===== src/rtl/lsu_pkg.sv =====
// Shared constants for the memory-stage load/store unit: funct3 access codes,
// FSM state encoding and the alignment rule.
package lsu_pkg;

  localparam logic [2:0] F3_B  = 3'b000;
  localparam logic [2:0] F3_H  = 3'b001;
  localparam logic [2:0] F3_W  = 3'b010;
  localparam logic [2:0] F3_BU = 3'b100;
  localparam logic [2:0] F3_HU = 3'b101;

  localparam logic [1:0] ST_IDLE = 2'd0;
  localparam logic [1:0] ST_REQ  = 2'd1;
  localparam logic [1:0] ST_DONE = 2'd2;

  // funct3[1:0] carries the access size; the unsigned variants share it.
  function automatic logic is_aligned(input logic [2:0] f3, input logic [1:0] off);
    logic ok;
    case (f3[1:0])
      2'b00:   ok = 1'b1;
      2'b01:   ok = ~off[0];
      default: ok = (off == 2'b00);
    endcase
    return ok;
  endfunction

endpackage


===== src/rtl/load_extend.sv =====
// Combinational load extract: picks the byte/halfword at the byte offset and
// sign- or zero-extends it; zero latency, no flow control.
module load_extend
  import lsu_pkg::*;
(
  input  logic [31:0] mem_rdata,
  input  logic [2:0]  funct3,
  input  logic [1:0]  addr_lo,
  output logic [31:0] ext_data
);

  logic [7:0]  byte_sel;
  logic [15:0] half_sel;

  always_comb begin
    byte_sel = mem_rdata[{addr_lo, 3'b000} +: 8];
    half_sel = addr_lo[1] ? mem_rdata[31:16] : mem_rdata[15:0];
    case (funct3)
      F3_B:    ext_data = {{24{byte_sel[7]}}, byte_sel};
      F3_BU:   ext_data = {24'b0, byte_sel};
      F3_H:    ext_data = {{16{half_sel[15]}}, half_sel};
      F3_HU:   ext_data = {16'b0, half_sel};
      default: ext_data = mem_rdata;
    endcase
  end

endmodule


===== src/rtl/mem_access_unit.sv =====
// Memory-stage load/store unit: 2 cycles start-to-done plus one per mem_ready wait cycle;
// holds stall for the whole transaction and waits indefinitely on mem_ready.
module mem_access_unit
  import lsu_pkg::*;
#(
  parameter int ADDR_W = 32
) (
  input  logic              clk,
  input  logic              rstn,
  input  logic              valid_in,
  input  logic              mem_read,
  input  logic              mem_write,
  input  logic [2:0]        funct3,
  input  logic [ADDR_W-1:0] addr,
  input  logic [31:0]       wdata_in,
  output logic              mem_req,
  output logic              mem_we,
  output logic [ADDR_W-1:0] mem_addr,
  output logic [3:0]        mem_wstrb,
  output logic [31:0]       mem_wdata,
  input  logic              mem_ready,
  input  logic [31:0]       mem_rdata,
  output logic [31:0]       rdata,
  output logic              done,
  output logic              stall,
  output logic              misalign
);

  logic [1:0]  state;
  logic [2:0]  f3_q;
  logic [1:0]  off_q;
  logic        start;
  logic        aligned;
  logic        go;
  logic [3:0]  strb_nxt;
  logic [31:0] wdata_nxt;
  logic [31:0] ext_data;

  assign start   = valid_in & (mem_read | mem_write);
  assign aligned = is_aligned(funct3, addr[1:0]);
  assign go      = (state == ST_IDLE) & start & aligned;

  // Store lane steering; a load never drives byte enables.
  always_comb begin
    strb_nxt  = 4'b1111;
    wdata_nxt = wdata_in;
    case (funct3[1:0])
      2'b00: begin
        strb_nxt  = 4'b0001 << addr[1:0];
        wdata_nxt = {4{wdata_in[7:0]}};
      end
      2'b01: begin
        strb_nxt  = 4'b0011 << addr[1:0];
        wdata_nxt = {2{wdata_in[15:0]}};
      end
      default: ;
    endcase
    if (!mem_write) strb_nxt = 4'b0000;
  end

  load_extend u_load_extend (
    .mem_rdata (mem_rdata),
    .funct3    (f3_q),
    .addr_lo   (off_q),
    .ext_data  (ext_data)
  );

  always_ff @(posedge clk or negedge rstn) begin
    if (!rstn) begin
      state     <= ST_IDLE;
      mem_we    <= 1'b0;
      mem_addr  <= '0;
      mem_wstrb <= 4'b0000;
      mem_wdata <= 32'b0;
      f3_q      <= 3'b000;
      off_q     <= 2'b00;
      rdata     <= 32'b0;
      misalign  <= 1'b0;
    end else begin
      misalign <= 1'b0;
      case (state)
        ST_IDLE: begin
          misalign <= start & ~aligned;
          if (go) begin
            state     <= ST_REQ;
            mem_addr  <= {addr[ADDR_W-1:2], 2'b00};
            mem_we    <= mem_write;
            mem_wstrb <= strb_nxt;
            mem_wdata <= wdata_nxt;
            f3_q      <= funct3;
            off_q     <= addr[1:0];
          end
        end
        ST_REQ: begin
          if (mem_ready) begin
            state <= ST_DONE;
            if (!mem_we) rdata <= ext_data;
          end
        end
        default: state <= ST_IDLE;
      endcase
    end
  end

  // Decoded straight from state so a reset drops the request without a clock edge.
  assign mem_req = (state == ST_REQ);
  assign done    = (state == ST_DONE);
  assign stall   = go | mem_req;

endmodule


===== config.mk =====
export PLATFORM = sky130hd
export DESIGN_NAME = mem_access_unit
export DESIGN_NICKNAME = d
export VERILOG_FILES = /design/src/rtl/lsu_pkg.sv /design/src/rtl/load_extend.sv /design/src/rtl/mem_access_unit.sv
export SDC_FILE = /design/constraint.sdc
export NUM_CORES = 1
export LEC_CHECK = 0
export CORE_AREA = 10 10 122 124
export DETAILED_ROUTE_END_ITERATION = 8
export DIE_AREA = 0 0 132 134
export GPL_ROUTABILITY_DRIVEN = 0
export MAX_ROUTING_LAYER = met4
export PLACE_DENSITY_LB_ADDON = 0.12
export SLEW_MARGIN = 40
export SYNTH_ARGS = -nofsm -noshare
export SYNTH_HDL_FRONTEND = slang
export SYNTH_HIERARCHICAL = 1
export SYNTH_SLANG_ARGS = --single-unit
export TNS_END_PERCENT = 50

===== constraint.sdc =====
create_clock -name clk -period 3.45 [get_ports clk]
set_clock_uncertainty 0.1 [all_clocks]
set_input_delay 0.69 -clock clk [delete_from_list [all_inputs] [get_ports clk]]
set_output_delay 0.69 -clock clk [all_outputs]
set_load 0.01 [all_outputs]

==> summary.md, run 1 <==
| Metric | Value |
|---|---|
| Outcome | `finished clean` |
| Starting Density | `44.35%` |
| Layout Nets | `698` |
| Pint | `3.818 mW` |
| First-pass GRT wire length | `24.27 mm` |
| Net Sw Frac | `31.51%` |
| Core Rows | `41` |
| DIE HEIGHT | `134 µm` |
| GRT Overall Usage | `17.53%` |
| Crit path required time | `2660 ps` |
| Distinct cells, synth | `43` |
| Crit-path cells | `clkdlybuf4s50_1 > nor2_1 > or2_1 > nor2b_4 > or2_1 > clkdlybuf4s50_1` |
| Clock sinks | `107` |
| Via count | `3921` |
| Postcts setup bufs | `0` |
| Post-synth EDFFs | `0` |
| CTS max path bufs | `2` |
| Cells after Synth | `394` |
| Pwr per Cell Area | `699.6 nW/µm²` |
| Fraction of registers with async set/reset | `100.0%` |
| Syn Area/Cell | `14.03 µm²` |
| Share of layout cells above drive strength 1 | `20.60%` |
| Top cells by area, synth | `dfrtp_1 48%, mux2_4 15%, mux2_1 9.4%` |
| Post-layout util | `63.92%` |
| Die Span X | `132 µm` |
| PortBufs | `207` |
| Startpoint types | `input pin` |
| Final setup TNS | `0 ps` |
| Final non-filler cell total | `769` |
| 1st-iter DRT viols | `254` |
| Routed len/inst | `19.68 µm` |
| Die ar. | `17690 µm²` |
| Routed wire length | `15.13 mm` |
| Area leader, netlist | `dfrtp_1` |
| Core Area | `12470 µm²` |
| Post-DRT Antenna Nets | `0` |
| Initial antenna violation count | `0` |
| Combinational power share | `46.7%` |
| Post-Syn Area | `5529 µm²` |
| Number of global-route vias before repair | `4305` |
| Worst r2r path cells | `4` |
| Area Growth Syn to Fin | `44.10%` |
| Commonest non-fill, non-tap cell in the layout | `clkdlybuf4s50_1` |
| Io pins | `210` |
| GRT Residual Overflow | `0` |
| Final Hold Fails | `0` |
| CP Capture Type | `output pin` |
| Slowest-stage cell, CP | `clkdlybuf4s50_1` |
| Leak | `3.382 nW` |
| Clock Latency Late Sink | `340 ps` |
| Most frequent cells in the layout | `206 x clkdlybuf4s50_1, 107 x dfrtp_1, 56 x mux2_4, 46 x mux2_1, 20 x mux2_2` |
| VDD IR-drop max | `0.3115 mV` |
| Final slew viol count | `0` |
| Largest net degree at the start of global routing | `74` |
| Worst path max stage delay | `560 ps` |
| Net Sw Power | `1.757 mW` |
| Top cell type's share of synthesized area | `48.43%` |
| Number of cells upsized or downsized after cts | `0` |
| Remaining DRCs | `0` |
| Max_cap viols | `0` |
| Prevailing post-synth register cell | `dfrtp_1` |
| Dpl cells | `754` |
| Synth warnings | `6` |
| Cts hold-fix bufs | `0` |
| Number of synthesized register bits | `107` |
| Relative slew margins | `57.79%` |
| Sequential-to-total area share from yosys stat | `48.43%` |
| Pre-antenna DRT Iters | `4` |
| Clock power frac | `17.1%` |
| RSZ-0062 raised after global routing | `no` |
| Seq pwr share | `36.3%` |
| Setup violations, final | `0` |
| DPL Wire Length | `11.44 mm` |
| Worst slew pin tran | `633.1 ps` |
| Vias per inst | `5.099` |
| Max FO, Critical Path | `6` |
| Clock Root Buffer | `clkbuf_16` |
| Clock transition at the registers of the reported paths | `70 ps` |
| Crit Path Category | `input pin to output pin` |
| Final Power | `5.574 mW` |
| CTS tree | `built` |
| Arrival @ worst endpoint | `2420 ps` |
| Total CTS buffers | `9` |
| Minimum clock period | `3208 ps` |
| N_diodes | `0` |
| Fin crit share | `93.00%` |
| H-Tree Level Count | `3` |
| Fmax | `0.3117 GHz` |
| HP Class | `input pin to async pin` |
power by group through the flow:
stage	logic (mW)	clock network (mW)	registers (mW)
floorplan	1.12	0	2.20
global placement	2.61	0	2.02
detailed placement	2.64	0	2.04
CTS	2.65	0.983	2.03
global route	2.80	1.02	2.09
finish	2.60	0.951	2.02
per-layer routing:
layer / global-route usage [%] / routed length, µm
met2: 26.91 / 7105
met4: 5.748 / 239
met1: 20.70 / 6423
met5: - / 0
met3: 6.945 / 1364
registers in the layout, summed over array words and instances (netlist names), 2 cells and up:
| signal | cells |
|---|---|
| f3_q | 3 |
| mem_addr | 30 |
| mem_wdata | 32 |
| mem_wstrb | 4 |
| off_q | 2 |
| rdata | 32 |
| state | 2 |
per-stage QoR:
stage / setup slack, ps / hold slack, ps / area [µm²]
floorplan: 1052 / 294.4 / 5533
global placement: 267.4 / 366.8 / 7695
detailed placement: 237.3 / 373.7 / 7699
CTS: 234.9 / 261.6 / 7968
global route: 168.8 / 276.6 / 7968
finish: 241.7 / 232.6 / 7968
layout make-up:
cell class                 instances  area, µm²
fill                            1005       4498
sequential                       107       2678
multi-input combinational        254       2625
timing repair buffer             215       2158
clock buffer                      10      239.0
tap                              172      215.2
clock inverter                     5      30.03
inverter                           6      22.52
worst paths after layout:
check,slack (ps),end,from
setup reg to reg,1120,rdata[24],f3_q[1]
setup / recovery,240,stall,addr[0]
max in group asynchronous,2330,mem_wdata[31],rstn
min in group clk,380,rdata[15],rdata[15]
hold / removal,230,mem_addr[25],rstn
hold reg to reg,380,rdata[15],rdata[15]
synthesized netlist by cell type, drive strengths merged (2+ instances only):
master	count
a21oi	8
a221o	6
a22o	2
a2bb2oi	20
and3	2
buf	22
clkbuf	6
dfrtp	107
inv	5
mux2	122
mux2i	16
nand2	15
nor2	11
nor2b	15
o21a	3
o21ai	11
o221ai	5
o31a	2
or2	2
cells by family after synthesis:
group	after synthesis	synth area share, %
multiplexers	138	31.55
flip-flops	107	48.43
AO/OA/AOI/OAI	62	10.52
AND/OR/NAND/NOR	52	5.137
buffers and inverters	34	4.300
other	1	0.06782
critical path, delay by kind of cell:
kind / cells / cell delay [ps]
AND/OR/NAND/NOR: 4 / 680
buffers and inverters: 2 / 1040
Note: power is estimated with default switching activity, not from simulation.
==> run 2: changes to the inputs <==
--- a/config.mk
+++ b/config.mk
@@ -5,12 +5,13 @@
 export SDC_FILE = /design/constraint.sdc
 export NUM_CORES = 1
 export LEC_CHECK = 0
-export CORE_AREA = 10 10 122 124
+export CORE_AREA = 2 2 114 116
 export DETAILED_ROUTE_END_ITERATION = 8
-export DIE_AREA = 0 0 132 134
+export DIE_AREA = 0 0 116 118
 export GPL_ROUTABILITY_DRIVEN = 0
 export MAX_ROUTING_LAYER = met4
 export PLACE_DENSITY_LB_ADDON = 0.12
+export SETUP_SLACK_MARGIN = 0.15
 export SLEW_MARGIN = 40
 export SYNTH_ARGS = -nofsm -noshare
 export SYNTH_HDL_FRONTEND = slang
==> run 2 against run 1 <==
Against the previous run:
- cell area up 0.17%
- setup slack improved by 32 ps
- utilization is 0.38 points higher
- critical path depth did not move
- combinational power is 2% lower
- register-to-register slack better by 20 ps
- via count is 0.38% lower
- die area fell by 23%
- critical endpoint unchanged
- largest cell class unchanged
==> summary.md, run 2 (synthesized netlist as in run 1, its figures left out) <==
| Metric | Value |
|---|---|
| Crit path from | `addr[0]` |
| DPL Wire Length | `9.836 mm (-14%)` |
| Clock sinks | `107 (unchanged)` |
| WHS | `207.3 ps (-25.29 ps)` |
| H-Tree Level Count | `3 (unchanged)` |
| Commonest non-fill, non-tap cell in the layout | `clkdlybuf4s50_1` |
| Number of cells upsized or downsized after cts | `0 (unchanged)` |
| Max FO, Critical Path | `6 (unchanged)` |
| Leak | `3.387 nW (+0.14%)` |
| Clock Latency Late Sink | `340 ps (about the same)` |
| Final non-filler cell total | `770 (+0.13%)` |
| Core Rows | `41 (unchanged)` |
| CTS tree | `built` |
| Final setup TNS | `0 ps (unchanged)` |
| Final Power | `5.587 mW (+0.23%)` |
| Starting Density | `44.54% (+0.18 points)` |
| Clock transition at the registers of the reported paths | `70 ps (about the same)` |
| Postcts setup bufs | `0 (unchanged)` |
| Relative slew margins | `61.68% (+3.9 points)` |
| GRT Overall Usage | `21.12% (+3.6 points)` |
| Most frequent cells in the layout | `206 x clkdlybuf4s50_1, 106 x dfrtp_1, 56 x mux2_4, 46 x mux2_1, 20 x mux2_2` |
| Layout Nets | `698 (unchanged)` |
| Final slew viol count | `0 (unchanged)` |
| Arrival @ worst endpoint | `2390 ps (-30 ps)` |
| N_diodes | `0 (unchanged)` |
| First-pass GRT wire length | `22.06 mm (-9.1%)` |
| Largest net degree at the start of global routing | `74 (unchanged)` |
| Critical path endpoint | `stall` |
| Minimum clock period | `3176 ps (-32.47 ps)` |
| Number of global-route vias before repair | `4170 (-3.1%)` |
| RSZ-0062 raised after global routing | `no` |
| Outcome | `finished clean` |
| Pre-antenna DRT Iters | `4 (unchanged)` |
| Final Hold Fails | `0 (unchanged)` |
| Setup violations, final | `0 (unchanged)` |
| Initial antenna violation count | `0 (unchanged)` |
| Routed len/inst | `17.79 µm (-9.6%)` |
| VDD IR-drop max | `0.3381 mV (+8.6%)` |
| Worst r2r path cells | `4 (unchanged)` |
| Via count | `3906 (-0.38%)` |
| Dpl cells | `754 (unchanged)` |
| Share of layout cells above drive strength 1 | `20.74% (+0.13 points)` |
| Worst slew pin tran | `574.8 ps (-58.34 ps)` |
| CP Capture Type | `output pin` |
| Clock Root Buffer | `clkbuf_16` |
| Pwr per Cell Area | `700.0 nW/µm² (about the same)` |
| Fin crit share | `92.05% (-0.94 points)` |
| Cts hold-fix bufs | `0 (unchanged)` |
| Crit path required time | `2660 ps (about the same)` |
| Io pins | `210 (unchanged)` |
| Max_cap viols | `0 (unchanged)` |
| GRT Residual Overflow | `0 (unchanged)` |
| Remaining DRCs | `0 (unchanged)` |
| Die Span X | `116 µm (-12%)` |
| DIE HEIGHT | `118 µm (-12%)` |
| RR Startpoint | `f3_q[1]` |
| Die ar. | `13690 µm² (-23%)` |
| 1st-iter DRT viols | `70 (-72%)` |
| Crit Path Category | `input pin to output pin` |
| Routed wire length | `13.70 mm (-9.5%)` |
| Post-DRT Antenna Nets | `0 (unchanged)` |
| Total CTS buffers | `9 (unchanged)` |
| R2R setup slack | `1140 ps (+20 ps)` |
| Fmax | `0.3149 GHz (+1.0%)` |
| Startpoint types | `input pin` |
| Vias per inst | `5.073 (-0.51%)` |
| Post-layout util | `64.29% (+0.38 points)` |
| CTS max path bufs | `2 (unchanged)` |
| Core Area | `12410 µm² (-0.41%)` |
| HP Class | `input pin to async pin` |
| Worst reg2reg endpoint | `rdata[28]` |
| PortBufs | `207 (unchanged)` |
| Area Growth Syn to Fin | `44.35%` |
| Largest regs | `mem_wdata x32, rdata x32, mem_addr x30` |
-- run 2: how the worst min path moves through the flow --
| stage | start | to | slack [ps] |
|---|---|---|---|
| after floorplan | rstn | f3_q[0] | 290 |
| after global placement | mem_wdata[6] | mem_wdata[6] | 370 |
| after detailed placement | mem_wdata[3] | mem_wdata[3] | 370 |
| after CTS | rstn | misalign | 360 |
| after global routing | rstn | misalign | 260 |
| final | rstn | misalign | 210 |
-- run 2: area by class of cell --
class                   count  area, µm²
clock inverters             4      25.02
well taps                 172      215.2
repair buffers            215       2158
fillers                   968       4433
multi-input cells         254       2625
inverters                   6      22.52
clock buffers              12      256.5
flip-flops and latches    107       2679
-- run 2: metal layers --
layer / track usage, % / vias up / wire (µm)
met3: 5.767 / 25 / 1070
li1: - / 1829 / -
met5: - / - / 0
met1: 27.12 / 1895 / 6073
met4: 6.920 / 0 / 246
met2: 32.42 / 157 / 6310
-- run 2: worst max-delay path, cell delays in order --
cell             delay [ps]
clkdlybuf4s50_1         550
nor2_1                   80
or2_1                   240
nor2b_4                 140
or2_1                   210
clkdlybuf4s50_1         470
-- run 2: per-stage QoR --
stage,area (µm²),worst slack [ps]
6_report,7981,274.1
3_5_place_dp,7695,263.9
3_3_place_gp,7695,276.1
2_1_floorplan,5533,1052
5_1_grt,7981,176.7
4_1_cts,7976,260.9
-- run 2: report_power, final --
group / switching [mW] / leakage [nW] / internal [mW]
Combinational: 0.964 / 1.97 / 1.59
Clock: 0.456 / 0.135 / 0.527
Sequential: 0.320 / 1.28 / 1.73
